### src/rtl/seq_mac_pkg.sv
// rtl/seq_mac_pkg.sv - shared types and defaults for the sequential MAC controller
//
// Contents:
//   state_t           controller FSM states
//   DEF_OP_W          default operand width (matches the 6x6 multiplier)
//   DEF_ACC_W         default accumulator width
//   DEF_MULT_LAT      default multiplier latency in cycles after the load edge
//   cnt_width()       width of a counter that must hold 0..lat-1
package seq_mac_pkg;

    localparam int DEF_OP_W     = 6;
    localparam int DEF_ACC_W    = 16;
    localparam int DEF_MULT_LAT = 7;

    typedef enum logic [2:0] {
        S_IDLE,
        S_CLR,
        S_LOAD,
        S_RUN,
        S_ACC,
        S_OUT
    } state_t;

    // At least one bit, even for a latency of 1.
    function automatic int cnt_width(input int lat);
        return (lat > 2) ? $clog2(lat) : 1;
    endfunction

endpackage

### src/rtl/seq_mac_ctrl.sv
// rtl/seq_mac_ctrl.sv - sequencer and accumulator around a 6x6 sequential multiplier
//
// Ports:
//   clk, rst                 clock, synchronous active-high reset
//   in_valid/in_ready        operand pair handshake; in_a, in_b operands, in_last closes the sum
//   mult_rst, mult_load      one-cycle control pulses to the multiplier
//   mult_a, mult_b           registered operands held stable for the multiplier
//   mult_product             multiplier result, final MULT_LAT cycles after the load edge
//   out_valid/out_ready      sum handshake; out_sum accumulated sum, out_ovf sticky wrap flag
module seq_mac_ctrl
    import seq_mac_pkg::*;
#(
    parameter int OP_W     = DEF_OP_W,
    parameter int ACC_W    = DEF_ACC_W,
    parameter int MULT_LAT = DEF_MULT_LAT
) (
    input  logic                clk,
    input  logic                rst,
    input  logic                in_valid,
    output logic                in_ready,
    input  logic [OP_W-1:0]     in_a,
    input  logic [OP_W-1:0]     in_b,
    input  logic                in_last,
    output logic                mult_rst,
    output logic                mult_load,
    output logic [OP_W-1:0]     mult_a,
    output logic [OP_W-1:0]     mult_b,
    input  logic [2*OP_W-1:0]   mult_product,
    output logic                out_valid,
    input  logic                out_ready,
    output logic [ACC_W-1:0]    out_sum,
    output logic                out_ovf
);

    localparam int CW = cnt_width(MULT_LAT);
    localparam logic [CW-1:0] CNT_LAST = CW'(MULT_LAT - 1);

    state_t           state;
    logic [CW-1:0]    cnt;
    logic [ACC_W-1:0] acc;
    logic             ovf;
    logic             last_q;
    logic [ACC_W:0]   sum_ext;

    // One extra bit on top of the accumulator captures the carry-out of the add.
    assign sum_ext = {1'b0, acc} + {{(ACC_W + 1 - 2*OP_W){1'b0}}, mult_product};

    // The accumulator only moves in ACC and on the output handshake,
    // so it doubles as the held output value while a sum is pending.
    assign out_sum = acc;
    assign out_ovf = ovf;

    always_ff @(posedge clk) begin
        if (rst) begin
            state     <= S_IDLE;
            in_ready  <= 1'b1;
            mult_rst  <= 1'b0;
            mult_load <= 1'b0;
            mult_a    <= '0;
            mult_b    <= '0;
            out_valid <= 1'b0;
            acc       <= '0;
            ovf       <= 1'b0;
            cnt       <= '0;
            last_q    <= 1'b0;
        end else begin
            case (state)
                S_IDLE: begin
                    // in_ready is always high here, so in_valid alone is the handshake.
                    if (in_valid) begin
                        mult_a   <= in_a;
                        mult_b   <= in_b;
                        last_q   <= in_last;
                        in_ready <= 1'b0;
                        mult_rst <= 1'b1;
                        state    <= S_CLR;
                    end
                end
                S_CLR: begin
                    // The multiplier keeps residue from the previous pair; it is
                    // cleared before every load.
                    mult_rst  <= 1'b0;
                    mult_load <= 1'b1;
                    state     <= S_LOAD;
                end
                S_LOAD: begin
                    mult_load <= 1'b0;
                    cnt       <= '0;
                    state     <= S_RUN;
                end
                S_RUN: begin
                    if (cnt == CNT_LAST) begin
                        state <= S_ACC;
                    end else begin
                        cnt <= cnt + 1'b1;
                    end
                end
                S_ACC: begin
                    acc <= sum_ext[ACC_W-1:0];
                    ovf <= ovf | sum_ext[ACC_W];
                    if (last_q) begin
                        out_valid <= 1'b1;
                        state     <= S_OUT;
                    end else begin
                        in_ready <= 1'b1;
                        state    <= S_IDLE;
                    end
                end
                S_OUT: begin
                    if (out_ready) begin
                        out_valid <= 1'b0;
                        acc       <= '0;
                        ovf       <= 1'b0;
                        in_ready  <= 1'b1;
                        state     <= S_IDLE;
                    end
                end
                default: begin
                    state    <= S_IDLE;
                    in_ready <= 1'b1;
                end
            endcase
        end
    end

endmodule
### config.mk
export PLATFORM = sky130hd
export DESIGN_NAME = seq_mac_ctrl
export DESIGN_NICKNAME = d
export VERILOG_FILES = /design/src/rtl/seq_mac_pkg.sv /design/src/rtl/seq_mac_ctrl.sv
export SDC_FILE = /design/constraint.sdc
export NUM_CORES = 1
export LEC_CHECK = 0
export ABC_AREA = 1
export CORE_MARGIN = 5
export CORE_UTILIZATION = 35
export CTS_CLUSTER_SIZE = 30
export DETAILED_ROUTE_END_ITERATION = 7
export SLEW_MARGIN = 40
export SYNTH_ARGS = -nofsm -noshare
export SYNTH_HDL_FRONTEND = slang
export SYNTH_SLANG_ARGS = --single-unit
### constraint.sdc
create_clock -name clk -period 2.2 [get_ports clk]
set_input_delay 0.33 -clock clk [delete_from_list [all_inputs] [get_ports clk]]
set_output_delay 0.33 -clock clk [all_outputs]
set_load 0.02 [all_outputs]
# ---- Yosys cells after proc, flatten, opt, wreduce, memory -nomap -nowiden
# Cells that the tools add are included.
dict set report classes {
  addsub 2
  n_eq_ne 12
  n_mux 20
  bitwise 2
  n_reduce_logical 13
}
# cell count
set ops {}
lappend ops {{16-bit one-hot mux with 2 select lines} 1}
lappend ops {{3-bit one-hot mux with 6 select lines} 1}
lappend ops {{16-bit by 12-bit adder with 17-bit output} 1}
lappend ops {{16-bit two-way mux} 1}
lappend ops {{3-bit two-way mux} 5}
lappend ops {{2-bit != test, second input constant} 6}
lappend ops {{3-bit equality test, second input constant} 3}
lappend ops {{1-bit one-hot mux with 2 select lines} 4}
lappend ops {{2-bit AND reduction} 4}
lappend ops {{2-bit nonzero test} 4}
lappend ops {{3-bit by 2-bit equality test with 1-bit output, second input constant} 2}
lappend ops {{1-bit two-way mux} 6}
lappend ops {{3-bit one-hot mux with 2 select lines} 1}
lappend ops {{3-bit AND reduction} 2}
lappend ops {{1-bit one-hot mux with 4 select lines} 1}
lappend ops {{4-bit AND reduction} 1}
lappend ops {{3-bit by 1-bit adder with 3-bit output, second input constant} 1}
lappend ops {{3-bit by 1-bit equality test with 1-bit output, second input constant} 1}
lappend ops {{3-bit zero test} 1}
lappend ops {{3-bit OR reduction} 1}
lappend ops {{1-bit NOT} 1}
lappend ops {{1-bit bitwise OR} 1}
dict set report word_totals {
  reg_bits 40
  in_bits 29
  out_inout_bits 33
  word_cells 60
}

# ---- Depth between registers and ports, before layout
# Gate-level depths: netlist (run 1).
dict set report logic_depth {
  ltp_word 4
  depth_mapped 12
  depth_no_buf 12
}

# ---- Least setup slack after synthesis (run 1)
# Ideal clock, no wire load.
dict set report synth_path {
  path_kind {register to register}
  from {reg acc[0], in the netlist out_sum[0]}
  to {reg acc[6], in the netlist out_sum[6]}
  setup_time_ns 0.132
  arrival_time_ns 1.759
  required_ns 2.068
  path_slack_ns 0.309
  path_stages_with_launch 10
  n_path_buf 0
  synth_period_minus_slack_ns 1.891
  path_cell_list {dfxtp_1 -> ha_1 -> fa_1 -> nand3_1 -> nand3_1 -> nand2_1 -> nand2_1 -> or2_2 -> nand3_1 -> a21oi_1}
}
dict set report synth_via {
  elab_chain_cells 2
}
# element line_no
set synth_rtl {}
lappend synth_rtl {{from (decl)} seq_mac_ctrl.sv:40} ;# logic [ACC_W-1:0] acc;
lappend synth_rtl {{from (signal assigned)} seq_mac_ctrl.sv:99} ;# acc <= sum_ext[ACC_W-1:0];
lappend synth_rtl {{16-bit by 12-bit adder with 17-bit output} seq_mac_ctrl.sv:46} ;# assign sum_ext = {1'b0, acc} + {{(ACC_W + 1 - 2*OP_W){1'b0}}, mult_product};
lappend synth_rtl {{16-bit one-hot mux with 2 select lines} seq_mac_ctrl.sv:67} ;# case (state)
# Every way passes these cells.
# A chain may end at the register's enable or synchronous reset.

# ---- Worst setup path in the final report (run 1)
dict set report layout_path {
  from {in mult_product[0]}
  to {reg acc[14], in the netlist out_sum[14]}
}
dict set report layout_via {
  elab_chain_cells 2
}
# element line_no
set layout_rtl {}
lappend layout_rtl {{from (decl)} seq_mac_ctrl.sv:28} ;# input logic [2*OP_W-1:0] mult_product,
lappend layout_rtl {{16-bit by 12-bit adder with 17-bit output} seq_mac_ctrl.sv:46}
lappend layout_rtl {{16-bit one-hot mux with 2 select lines} seq_mac_ctrl.sv:67}
# Every way passes these cells.

==> flow_summary.ini, run 1 <==
[min_path]
hold_class = reg -> reg

[timing]
hold_viol = 0
setup_ws_ns = 0.274
setup_viol = 0
fin_crit_ns = 1.93
finalSetupTns_ns = 0
relSlewSlack = 0.722
hold_slack_ns = 0.458
rsz0062_at_grt = false
worst_pin_slew_ns = 0.417
fmax_mhz = 519
fin_skew_ns = 0.00638
drv_slew = 0
fin_crit_sh = 0.875

[worst_setup_path]
cp.arrival_ns = 2.16
start_kind = input pin
setup.worst_path.class = in -> reg
required_ns = 2.44
end_kind = register
cp_max_fo = 3

[clock_tree]
cts-root-buf = clkbuf_8
tritoncts = done
clkSinkCount = 40
clk_latency_ns = 0.30
ctsHtreeMaxLevel = 2
cts_buffers = 5
hold_buffers = 0
cts_setup_buffers = 0
clk_pin_slew_ns = 0.08
ctsResizeCount = 0
clockBufferDepth = 2

[layout]
n_fill_cell = 701
syn2layout_area_growth_pct = 36.0
stdcell_count = 508
nets = 471
layout-drive-gt1-share = 0.0841
final_util = 0.483
postLayoutCellArea_mm2 = 0.00325
antenna_cells = 0

[global_routing]
grt_pass1_wl_um = 11200
grt.overflow.total = 0
grt_use_met2 = 0.279
track_usage = 0.160
grt_pass1_vias = 2595
met3_usage = 0.0471
grt_max_degree = 22
grt.busiest_layer = met2
use_met1 = 0.180
antenna_found_initial = 0

[power]
p_leak_nw = 1.40
finalPower_mw = 1.92
power_density_mw_per_mm2 = 591
peakVddDrop_v = 0.000310

[die]
std_cell_rows = 30
num_io_pins = 62
core_area_mm2 = 0.00672
fp.dieH_um = 92.6
dieWidth_um = 92.6
die_area_mm2 = 0.00857
initial_core_util = 0.355

[placed_design]
dp_hpwl_um = 5050
dpl_cell_area_mm2 = 0.00313
placedCellCount = 500
pre_cts_ws_ns = -0.0564
port_buffers = 61
routabilityCongestion = 0.938

[synthesis]
netlist_instances = 357
yosysWarnings = 0
ys_types = 36
synthesis.nets = 401
synth_edf_count = 0
synthArstFlopShare = 0
avgSynthCellArea_um2 = 6.69
netlist_area_mm2 = 0.00239
synth_seq_cells = 40
synth_top_area_frac = 0.335
yosysSeqAreaShare = 0.335
yosys-top-cells-area = dfxtp_1 (34%), nand2_1 (18%), a21oi_1 (8.2%)
synth_area_leader_cell = dfxtp_1
ys.flop_type = dfxtp_1

[drt]
avgRoutedWirePerCell_um = 12.7
wl_um = 6460
drt_first_pass_iters = 4
first_iter_violations = 64
dr_total_vias = 2476
ant_nets = 0
drc = 0
avgViaCountPerCell = 4.87

[status]
status = completed

[flow_run]
max_cap_violations = 0
-- routing by layer --
metal  share of wire  up-vias
met1            0.43     1110
met4           0.021        0
met3           0.051       15
li1                -     1296
met2            0.49       55
met5               0        -
-- final timing paths --
| kind | start | endpoint | depth (start not counted) | slack [ns] |
|---|---|---|---|---|
| setup / recovery | mult_product[0] | out_sum[14]$_SDFFE_PP0P_ | 13 | 0.27 |
| hold / removal | mult_load$_SDFFE_PP0P_ | mult_load$_SDFFE_PP0P_ | 2 | 0.46 |
| setup reg to reg | out_sum[0]$_SDFFE_PP0P_ | out_sum[14]$_SDFFE_PP0P_ | 12 | 0.40 |
| hold reg to reg | mult_load$_SDFFE_PP0P_ | mult_load$_SDFFE_PP0P_ | 2 | 0.46 |
-- power breakdown --
part | internal [mW] | switching (mW)
sequential | 0.777 | 0.0411
combinational | 0.197 | 0.252
clock | 0.371 | 0.281
total | 1.34 | 0.574
-- cell type report --
type | instances | area (µm²) | share of cell area
Multi-Input combinational cell | 267 | 1380 | 0.424
Sequential cell | 40 | 801 | 0.247
Timing Repair Buffer | 72 | 693 | 0.213
Inverter | 41 | 155 | 0.0478
Tap cell | 80 | 100 | 0.0308
Clock buffer | 6 | 82.6 | 0.0254
Clock inverter | 2 | 38.8 | 0.0119
-- worst max-delay path, cell delays in order --
cell	delay, ns
clkdlybuf4s50_1	0.40
ha_1	0.24
fa_1	0.39
nand3_1	0.10
nand3_1	0.11
nand2_1	0.08
nand2_1	0.05
buf_4	0.14
nand2_1	0.05
nand2_1	0.07
nand2_1	0.06
nand2_1	0.04
a21oi_1	0.11
-- cell usage in the layout (no fill, tap or decap), types with 3 or more instances in the layout --
cell type        instances
inv_1                   38
dfxtp_1                 40
nand2_1                117
a21oi_1                 39
nor3_1                   3
clkdlybuf4s50_1         61
nand3_1                 37
ha_1                    14
nand4_1                  4
clkbuf_8                 6
or2_2                    3
nor3_2                   3
buf_4                   11
o21ai_0                  5
nor2_1                  19
-- logic make-up after synthesis --
logic type | Yosys count | share of synthesized area
AO/OA/AOI/OAI | 53 | 0.123
XOR/XNOR | 2 | 0.00734
AND/OR/NAND/NOR | 197 | 0.364
adder cells (fa/ha/maj) | 15 | 0.0818
buffers and inverters | 50 | 0.0880
flip-flops | 40 | 0.335
-- sequential cells by signal (all words and copies together) (netlist names) --
name	cells
out_ovf	1
mult_b	6
out_valid	1
out_sum	16
mult_rst	1
mult_load	1
last_q	1
cnt	3
in_ready	1
state	3
mult_a	6
-- synthesized netlist by cell type (2+ instances only) --
library cell / number
nand2_1: 117
dfxtp_1: 40
a21oi_1: 39
inv_1: 38
nand3_1: 37
nor2_1: 19
ha_1: 14
o21ai_0: 5
clkbuf_1: 4
nand4_1: 4
nor3_1: 3
nor3_2: 3
or2_2: 3
a31oi_1: 2
and2_1: 2
buf_2: 2
buf_6: 2
inv_2: 2
nand2_2: 2
nand3b_1: 2
xor2_1: 2
(Power assumes the default switching activity.)
==> inputs of run 2 (changes only) <==
- CORE_UTILIZATION: 35 -> 49
- PLACE_DENSITY: default -> 0.8
==> run 2 against run 1 <==
Sequential power about the same; total power up 0.35%; cell area down 0.35%; maximum frequency down 1.1%; highest routed layer unchanged; largest cell class unchanged; via count up 1.3%; critical endpoint is now out_sum[12]$_SDFFE_PP0P_; register-to-register slack about the same; largest power group unchanged; combinational power about the same.
==> flow_summary.ini, run 2 (synthesis gave the netlist of run 1 again) <==
[placed_design]
dpl_cell_area_mm2 = 0.00311
placedCellCount = 487
dp_hpwl_um = 4740
routabilityCongestion = 0.935
pre_cts_ws_ns = -0.0377
port_buffers = 61

[clock_tree]
clk_pin_slew_ns = 0.08
cts-root-buf = clkbuf_8
cts_buffers = 5
hold_buffers = 0
ctsHtreeMaxLevel = 2
clk_latency_ns = 0.29
clockBufferDepth = 2
cts_setup_buffers = 0
tritoncts = done
clkSinkCount = 40
ctsResizeCount = 0

[worst_setup_path]
path_delay_family = adder cells
path_common_cell = nand3_1
crit_buf_inv = 2
cpPeakStageDelay_ns = 0.42
cp_max_fo = 3
r2r-start = out_sum[0]$_SDFFE_PP0P_
crit_slowest_cell = clkdlybuf4s50_1
start_kind = input pin
end_kind = register
endpoint = out_sum[12]$_SDFFE_PP0P_
r2r_slack_ns = 0.39
worstPathCellList = clkdlybuf4s50_1, ha_1, fa_1, nand3_1, nand3_1, buf_4, nand3_1, nand3_1, nand2_1, nand2_1, nand2_1, nor2_1
cp.arrival_ns = 2.13
setup.worst_path.class = in -> reg
reg2regPathDepth = 11
timing.rr.end = out_sum[12]$_SDFFE_PP0P_
critPathLaunch = mult_product[0]
cp_num_cells = 12
required_ns = 2.39

[global_routing]
track_usage = 0.203
grt_pass1_wl_um = 10400
antenna_found_initial = 0
grt.overflow.total = 0
grt_pass1_vias = 2363
grt_max_degree = 17

[layout]
multi_input_area_mm2 = 0.00138
ff_latch_area_um2 = 801
final_util = 0.685
antenna_cells = 0
syn2layout_area_growth_pct = 35.5
stdcell_count = 495
largest_register_ff_count = 16
n_fill_cell = 424
layout_common_cells = nand2_1 (117), clkdlybuf4s50_1 (61), dfxtp_1 (40), a21oi_1 (39), inv_1 (38)
nets = 471
mostFrequentLayoutCell = nand2_1
layout-drive-gt1-share = 0.0841
postLayoutCellArea_mm2 = 0.00324

[power]
p_sw_frac = 0.286
pwr-share-comb = 0.233
finalPower_mw = 1.93
peakVddDrop_v = 0.000533
seq_power_share = 0.425
p_sw_mw = 0.551
power_density_mw_per_mm2 = 595
clkPwrFrac = 0.342
p_leak_nw = 1.41
p_int_mw = 1.37

[flow_run]
max_cap_violations = 0

[timing]
setup_viol = 0
worst_pin_slew_ns = 0.405
relSlewSlack = 0.728
rsz0062_at_grt = false
fin_crit_sh = 0.886
drv_slew = 0
fin_crit_ns = 1.95
fmax_mhz = 513
setup_ws_ns = 0.252
hold_viol = 0
fin_skew_ns = 0.00603

[drt]
avgRoutedWirePerCell_um = 12.4
wl_um = 6120
ant_nets = 0
first_iter_violations = 114
drc = 0
dr_total_vias = 2507
drt_first_pass_iters = 5
avgViaCountPerCell = 5.06

[die]
core_area_mm2 = 0.00472
dieWidth_um = 79.8
num_io_pins = 62
std_cell_rows = 25
die_area_mm2 = 0.00637
initial_core_util = 0.505
fp.dieH_um = 79.8

[status]
status = completed

[min_path]
hold_path_depth = 2
hold_class = reg -> reg
-- run 2: worst register-to-register path, cell delays in order, from the launching register on --
cell	delay [ns]
dfxtp_1	0.34
ha_1	0.22
fa_1	0.39
nand3_1	0.10
nand3_1	0.08
buf_4	0.15
nand3_1	0.06
nand3_1	0.13
nand2_1	0.09
nand2_1	0.05
nand2_1	0.05
nor2_1	0.04
-- run 2: layout make-up --
cell class	instances	area share
clock inverters	1	0.00928
clock buffers	7	0.0298
flip-flops and latches	40	0.247
multi-input cells	267	0.425
inverters	41	0.0480
well taps	67	0.0259
repair buffers	72	0.214
-- run 2: how the worst min path moves through the flow --
stage / start / to / slack (ns)
6_report: mult_load$_SDFFE_PP0P_ / mult_load$_SDFFE_PP0P_ / 0.45
3_5_place_dp: mult_load$_SDFFE_PP0P_ / mult_load$_SDFFE_PP0P_ / 0.45
2_1_floorplan: last_q$_SDFFE_PP0P_ / last_q$_SDFFE_PP0P_ / 0.44
5_1_grt: mult_a[3]$_SDFFE_PP0P_ / mult_a[3]$_SDFFE_PP0P_ / 0.48
3_3_place_gp: mult_load$_SDFFE_PP0P_ / mult_load$_SDFFE_PP0P_ / 0.44
4_1_cts: mult_load$_SDFFE_PP0P_ / mult_load$_SDFFE_PP0P_ / 0.46
-- run 2: layer usage --
metal | vias to the layer above | global-route usage | share of wire
met5 | - | 0 | 0
met1 | 1122 | 0.243 | 0.43
met2 | 71 | 0.347 | 0.49
met4 | 0 | 0.0726 | 0.024
met3 | 13 | 0.0542 | 0.059
li1 | 1301 | - | -
-- run 2: power by group through the flow --
stage	combinational, mW	clock, mW	sequential, mW
3_3_place_gp	0.441	0	0.831
3_5_place_dp	0.448	0	0.834
4_1_cts	0.450	0.672	0.817
2_1_floorplan	0.231	0	0.873
6_report	0.449	0.659	0.818
5_1_grt	0.496	0.714	0.826
-- run 2: per-stage QoR --
step                      setup TNS (ns)  hold WS (ns)
after global routing                   0         0.480
final                                  0         0.454
after global placement           -0.0164         0.439
after detailed placement         -0.0380         0.446
after CTS                              0         0.458
after floorplan                        0         0.440
